**config.mk**
```make
export PLATFORM = sky130hd
export DESIGN_NAME = instr_fetch_seq
export DESIGN_NICKNAME = d
export VERILOG_FILES = /design/src/rtl/instr_fetch_seq.sv
export SDC_FILE = /design/constraint.sdc
export NUM_CORES = 1
export LEC_CHECK = 0
export CORE_ASPECT_RATIO = 0.6
export CORE_MARGIN = 5
export CORE_UTILIZATION = 30
export DETAILED_ROUTE_END_ITERATION = 12
export PLACE_DENSITY_LB_ADDON = 0.08
export RECOVER_POWER = 100
export SLEW_MARGIN = 20
export SYNTH_ARGS = -nofsm -noshare
export SYNTH_HDL_FRONTEND = slang
export SYNTH_SLANG_ARGS = --single-unit
```
**constraint.sdc**
```tcl
create_clock -name clk -period 4.2 [get_ports clk]
set_clock_uncertainty 0.05 [all_clocks]
set_input_delay 1.26 -clock clk [delete_from_list [all_inputs] [get_ports clk]]
set_output_delay 1.26 -clock clk [all_outputs]
set_load 0.01 [all_outputs]
```
**src/rtl/instr_fetch_seq.sv**
```systemverilog
// Multi-cycle instruction fetch sequencer: fetches from imem, holds the word until
// retirement, then captures pc_next and pulses update_pc to advance the program counter.
module instr_fetch_seq #(
    parameter int unsigned               DATA_WIDTH     = 32,
    parameter logic [DATA_WIDTH-1:0]     RESET_ADDR     = '0,
    parameter int unsigned               TIMEOUT_CYCLES = 16
) (
    input  logic                  clk,
    input  logic                  rst_n,
    input  logic [DATA_WIDTH-1:0] pc_next,
    output logic                  imem_req,
    output logic [DATA_WIDTH-1:0] imem_addr,
    input  logic                  imem_ready,
    input  logic [DATA_WIDTH-1:0] imem_rdata,
    output logic [DATA_WIDTH-1:0] instr,
    output logic [DATA_WIDTH-1:0] instr_pc,
    output logic                  instr_valid,
    input  logic                  instr_done,
    output logic                  update_pc,
    output logic [DATA_WIDTH-1:0] retire_count,
    output logic                  fault,
    output logic [1:0]            fault_cause
);

    localparam int unsigned CW = $clog2(TIMEOUT_CYCLES + 1);

    typedef enum logic [2:0] {
        S_BOOT,
        S_REQ,
        S_HOLD,
        S_UPDATE,
        S_FAULT
    } state_t;

    state_t        state;
    logic [CW-1:0] timer;

    always_ff @(posedge clk or negedge rst_n) begin
        if (!rst_n) begin
            state        <= S_BOOT;
            imem_req     <= 1'b0;
            imem_addr    <= RESET_ADDR;
            instr        <= '0;
            instr_pc     <= '0;
            instr_valid  <= 1'b0;
            update_pc    <= 1'b0;
            retire_count <= '0;
            fault        <= 1'b0;
            fault_cause  <= 2'b00;
            timer        <= '0;
        end else begin
            case (state)
                S_BOOT: begin
                    // Request is only raised for an aligned address; misalignment faults from S_REQ.
                    imem_req <= (imem_addr[1:0] == 2'b00);
                    state    <= S_REQ;
                end
                S_REQ: begin
                    if (imem_addr[1:0] != 2'b00) begin
                        imem_req    <= 1'b0;
                        fault       <= 1'b1;
                        fault_cause <= 2'b01;
                        state       <= S_FAULT;
                    end else if (imem_ready) begin
                        instr       <= imem_rdata;
                        instr_pc    <= imem_addr;
                        instr_valid <= 1'b1;
                        imem_req    <= 1'b0;
                        timer       <= '0;
                        state       <= S_HOLD;
                    end else if (timer == CW'(TIMEOUT_CYCLES - 1)) begin
                        timer       <= timer + CW'(1);
                        imem_req    <= 1'b0;
                        fault       <= 1'b1;
                        fault_cause <= 2'b10;
                        state       <= S_FAULT;
                    end else begin
                        timer <= timer + CW'(1);
                    end
                end
                S_HOLD: begin
                    if (instr_done) begin
                        imem_addr    <= pc_next;
                        update_pc    <= 1'b1;
                        instr_valid  <= 1'b0;
                        retire_count <= retire_count + DATA_WIDTH'(1);
                        state        <= S_UPDATE;
                    end
                end
                S_UPDATE: begin
                    update_pc <= 1'b0;
                    imem_req  <= (imem_addr[1:0] == 2'b00);
                    state     <= S_REQ;
                end
                S_FAULT: begin
                    imem_req    <= 1'b0;
                    update_pc   <= 1'b0;
                    instr_valid <= 1'b0;
                end
                default: begin
                    imem_req <= 1'b0;
                    state    <= S_FAULT;
                end
            endcase
        end
    end

endmodule

```
* Yosys cells after proc, flatten, opt, wreduce, memory -nomap -nowiden *
Index checks and enable logic that the tools add are counted.

cells by class
  eq/ne operators = 10
  bitwise operators = 3
  multiplexer cells = 22
  add/subtract/negate cells = 2
  reductions and logical operators = 16

operators with widths
  kind                                                                   count
  32-bit by 1-bit adder with 32-bit output, second input constant        1
  3-bit 2-to-1 mux                                                       4
  3-bit one-hot mux with 4 select lines                                  1
  1-bit 2-to-1 mux                                                       10
  3-bit AND reduction                                                    3
  2-bit AND reduction                                                    4
  3-bit by 2-bit equality test with 1-bit output, second input constant  2
  2-bit 2-to-1 mux                                                       3
  2-bit != test, second input constant                                   3
  1-bit one-hot mux with 3 select lines                                  2
  2-bit nonzero test                                                     3
  5-bit by 1-bit adder with 5-bit output, second input constant          1
  5-bit by 4-bit equality test with 1-bit output, second input constant  1
  5-bit 2-to-1 mux                                                       1
  4-bit != test, second input constant                                   1
  4-bit AND reduction                                                    1
  2-bit OR reduction                                                     2
  3-bit by 1-bit equality test with 1-bit output, second input constant  1
  3-bit equality test, second input constant                             1
  3-bit zero test                                                        1
  1-bit inverter                                                         3
  3-bit nonzero test                                                     1
  2-bit zero test                                                        1
  2-bit by 1-bit != test with 1-bit output, second input constant        1
  1-bit one-hot mux with 2 select lines                                  1

word-level totals
  output and inout bits = 134
  word-level logic and storage cells = 64
  input port bits = 68
  register bits after elaboration = 142

* Depth between registers and ports, before layout *
  word-level depth = 5
  depth in mapped cells = 6
  depth with buffers taken out = 6

* Least setup slack after synthesis *
No wires, ideal clock.

  path kind = input-to-reg
  start = in instr_done
  end = reg imem_addr[10]
  data required time = 4025 ps
  library setup time = 125 ps
  setup slack = 1720 ps
  data arrival time = 2306 ps
  stages on the path = 4
  path buffers = 2
  path through = and4bb_2 buf_2 buf_2 mux2_2

between the ends
  word-level cells in the longest chain between the ends = 1

ends and longest elaborated chain
  what                                  RTL line  text
  start: declaration                    18        input logic instr_done,
  2-bit AND reduction (no source line)  -
  end signal: assignment                83        imem_addr <= pc_next;
  end: declaration                      12        output logic [DATA_WIDTH-1:0] imem_addr,

No other way between the ends.
A chain may end at the register's enable or synchronous reset.

* Worst setup path in the final report *
  start = in imem_ready
  end = reg instr_pc[24]

between the ends
  word-level cells in the longest chain between the ends = 1

ends and longest elaborated chain
  what                                  RTL line  text
  start: declaration                    13        input logic imem_ready,
  3-bit AND reduction (no source line)  -
  end signal: assignment                66        instr_pc <= imem_addr;
  end: declaration                      16        output logic [DATA_WIDTH-1:0] instr_pc,

No other way between the ends.

==> results.md <==
- Vias per std cell: 4.39
- PD cells: roughly 600 nW/um^2
- Main flop type after synthesis: dfrtp_1
- Tmin final: 3.47 ns
- WHS Path Cells: 1
- Detail Route Antenna Nets: 0
- CTS tree: done
- Post-synth EDFFs: 0
- Post-CTS Hold Fix Bufs: 0
- Post-synth top area share: 62.3%
- Initial core utilization: between 30% and 40%
- Die area: 21900 um^2
- Delay-heaviest family, CP: buffers and inverters
- Violated checks: max-capacitance violations, max-slew violations
- Top Usage Layer GRT: met2
- DP Area: 7980 um^2
- Slew margin rel.: -29.4%
- Main combinational cell family by area after synthesis: multiplexers
- Syn nets: 465
- Worst Tran Pin Value: 1.94 ns
- Outcome: finished with violations
- Area leader, netlist: dfrtp_1
- Crit path launch type: input pin
- Grt met2 use: 20.0%
- GR Util All Layers: 13.2%
- Crit. End Element: flop
- Area delta synth->final: 49.9%
- Synth Area in Compound Gates: 1.84%
- Register area share after synthesis: 62.3%
- Post-synthesis mux area share: 19.2%
- Multi-input logic area: 2010 um^2
- Clock slew at reported path FFs: 0.06 ns
- F_max: just under 0.3 GHz
- Fin area: 8540 um^2
- Setup Viol. Count Final: 0
- Yosys Warn Count: 0
- Crit Path Category: input pin to flop
- Post-detail-place hpwl: between 10000 and 15000 um
- Skew-Pair Late Insertion Delay: slightly above 0.4 ns
- R2R Setup Slk: around 1.4 ns
- Die X-Extent: 188 um
- Core Area: 18800 um^2
- Sum Neg Setup Slack: 0 ns
- Die H: 117 um
- CTS resizes: 0
- Synth async-reset ratio: 100%
- Worst Reg2Reg Path Length in Cells: 4
- Simple logic cell fraction of the synthesized area: 9.06%
- Total CTS buffers: 17
- Ant diodes: 0
- Start of the worst register-to-register path: state[2]
- Max Cap Violations: 1
- Rows: 39
- Post-Syn Instances: ~400
- Clock Sinks: 142
- Maximum vdd drop: 0.268 mV
- Final hold vios: 0
- Max clock buf depth: 2
- Synthesis-stage register bit count: 142
- DRC viols: 0
- GRT met1 Usage: 17.4%
- Synthesized area: 5700 um^2
- Share of layout cells above drive strength 1: 21.9%
- Count leader, synth: dfrtp_1
- Root Driver: clkbuf_16
- Leakage: around 4.1 nW
- Slowest CP cell: nand3_1
- H-tree depth: 4
- GR Util met3: 5.72%
- Final Cycle Share: between 80% and 90%
- Adder-Cell Fraction of Synth Area: 0.658%
- RSZ-0062 raised after global routing: no
- Ordered list of cells on the worst path: dlygate4sd3_1 > nand3_1 > buf_12 > mux2_2
- Hold path endpoint: retire_count[31]
- Drt pass-1 iters: 4
- Port bufs: 201
- Starting DRT DRC Count: 136
- Vias: 3782
- Per-cell routed wire length: 16.4 um
- WL final: about 14000 um
- Fin nets: 674
- Grt ovf: 0
- R2r endpoint: instr_pc[24]
- Via count of the first global-routing pass: 4011
- # IOs: 202
- GPL Wtd Cong: 0.731
- Synth area leaders: dfrtp_1, mux2_2, xnor2_1
- Filler cells: ~1700
- Min-delay src: retire_count[31]
- Average size of a mapped cell: 14.5 um^2
- Min-Delay Path Class: flop to flop
- Most frequent cells after synthesis: dfrtp_1, mux2_2, xnor2_1
- Crit-path max cell delay: ~0.85 ns
- Global-route wire length before repair: 22700 um
- Initial antenna violation count: 0
- Storage element area: 3550 um^2
- Critical path buffers and inverters: 2
- CP Max Fanout: 46
- Pin count of the biggest net entering global routing: 77
- Final Slew Violations: 76
- Synth unique cells: 38
- Critical path data required time: 4.45 ns
- Synth Area in XOR/XNOR: approximately 4.8%
- Critical path arrival: between 3 and 4 ns
- Post-CTS Setup Inserts: 0
[registers in the layout, summed over array words and instances (netlist names)]
register and flops:
fault_cause 2, state 3, instr 32, timer 5, instr_valid 1, imem_addr 32
retire_count 32, update_pc 1, fault 1, instr_pc 32, imem_req 1
[layout make-up]
cell class | instances | share of cell area [%]
Tap cell | 246 | 3.60
Clock inverter | 6 | 1.23
Inverter | 3 | 0.132
Clock buffer | 26 | 5.84
Multi-Input combinational cell | 234 | 23.5
Timing Repair Buffer | 205 | 24.1
Sequential cell | 142 | 41.6
[layer usage]
metal	vias up	routed length, um
met2	97	6390
met5	-	0
met4	0	163
met3	14	944
met1	1872	6660
li1	1799	-
[placed cells by master (no fill, tap or decap), types with 8 or more instances in the layout]
cell type	instances
dfrtp_1	142
dlygate4sd3_1	136
mux2_2	97
clkdlybuf4s50_1	64
xnor2_1	23
nand2_1	22
clkbuf_16	17
nand3_1	13
nor2_1	9
xor2_1	8
nor3_1	8
[per-stage QoR]
step | utilization (%) | cells | setup WS, ns | power, mW | hold slack, ns
floorplan | - | 394 | 1.72 | 2.72 | 0.399
global route | 45.4 | 862 | 0.596 | 5.41 | 0.439
finish | 45.4 | 862 | 0.730 | 5.11 | 0.422
global placement | 42.3 | 830 | 0.817 | 3.76 | 0.410
detailed placement | 42.3 | 830 | 0.762 | 3.79 | 0.412
CTS | 45.6 | 862 | 1.21 | 5.38 | 0.426
[power by group]
part / switching, mW / total (mW) / internal (mW)
Sequential: 0.255 / 2.05 / 1.80
Clock: 0.544 / 1.54 / 0.996
Combinational: 0.596 / 1.52 / 0.919
[kinds of logic (layout without fill, tap and decap cells)]
family | count (synthesis) | count (layout)
multiplexers | 97 | 97
flip-flops | 142 | 142
adder cells (fa/ha/maj) | 3 | 3
buffers and inverters | 18 | 240
XOR/XNOR | 31 | 31
AND/OR/NAND/NOR | 85 | 85
AO/OA/AOI/OAI | 18 | 18
[worst max path at each step]
stage | start | end | slack, ns | cells after the start
floorplan | instr_done | imem_addr[10] | 1.72 | 4
detailed placement | instr_done | retire_count[26] | 0.76 | 6
finish | imem_ready | instr_pc[24] | 0.73 | 4
CTS | instr_done | retire_count[26] | 1.21 | 6
global route | imem_ready | instr[31] | 0.60 | 4
global placement | instr_done | retire_count[31] | 0.82 | 6
Power figures use the tool's default switching activity.
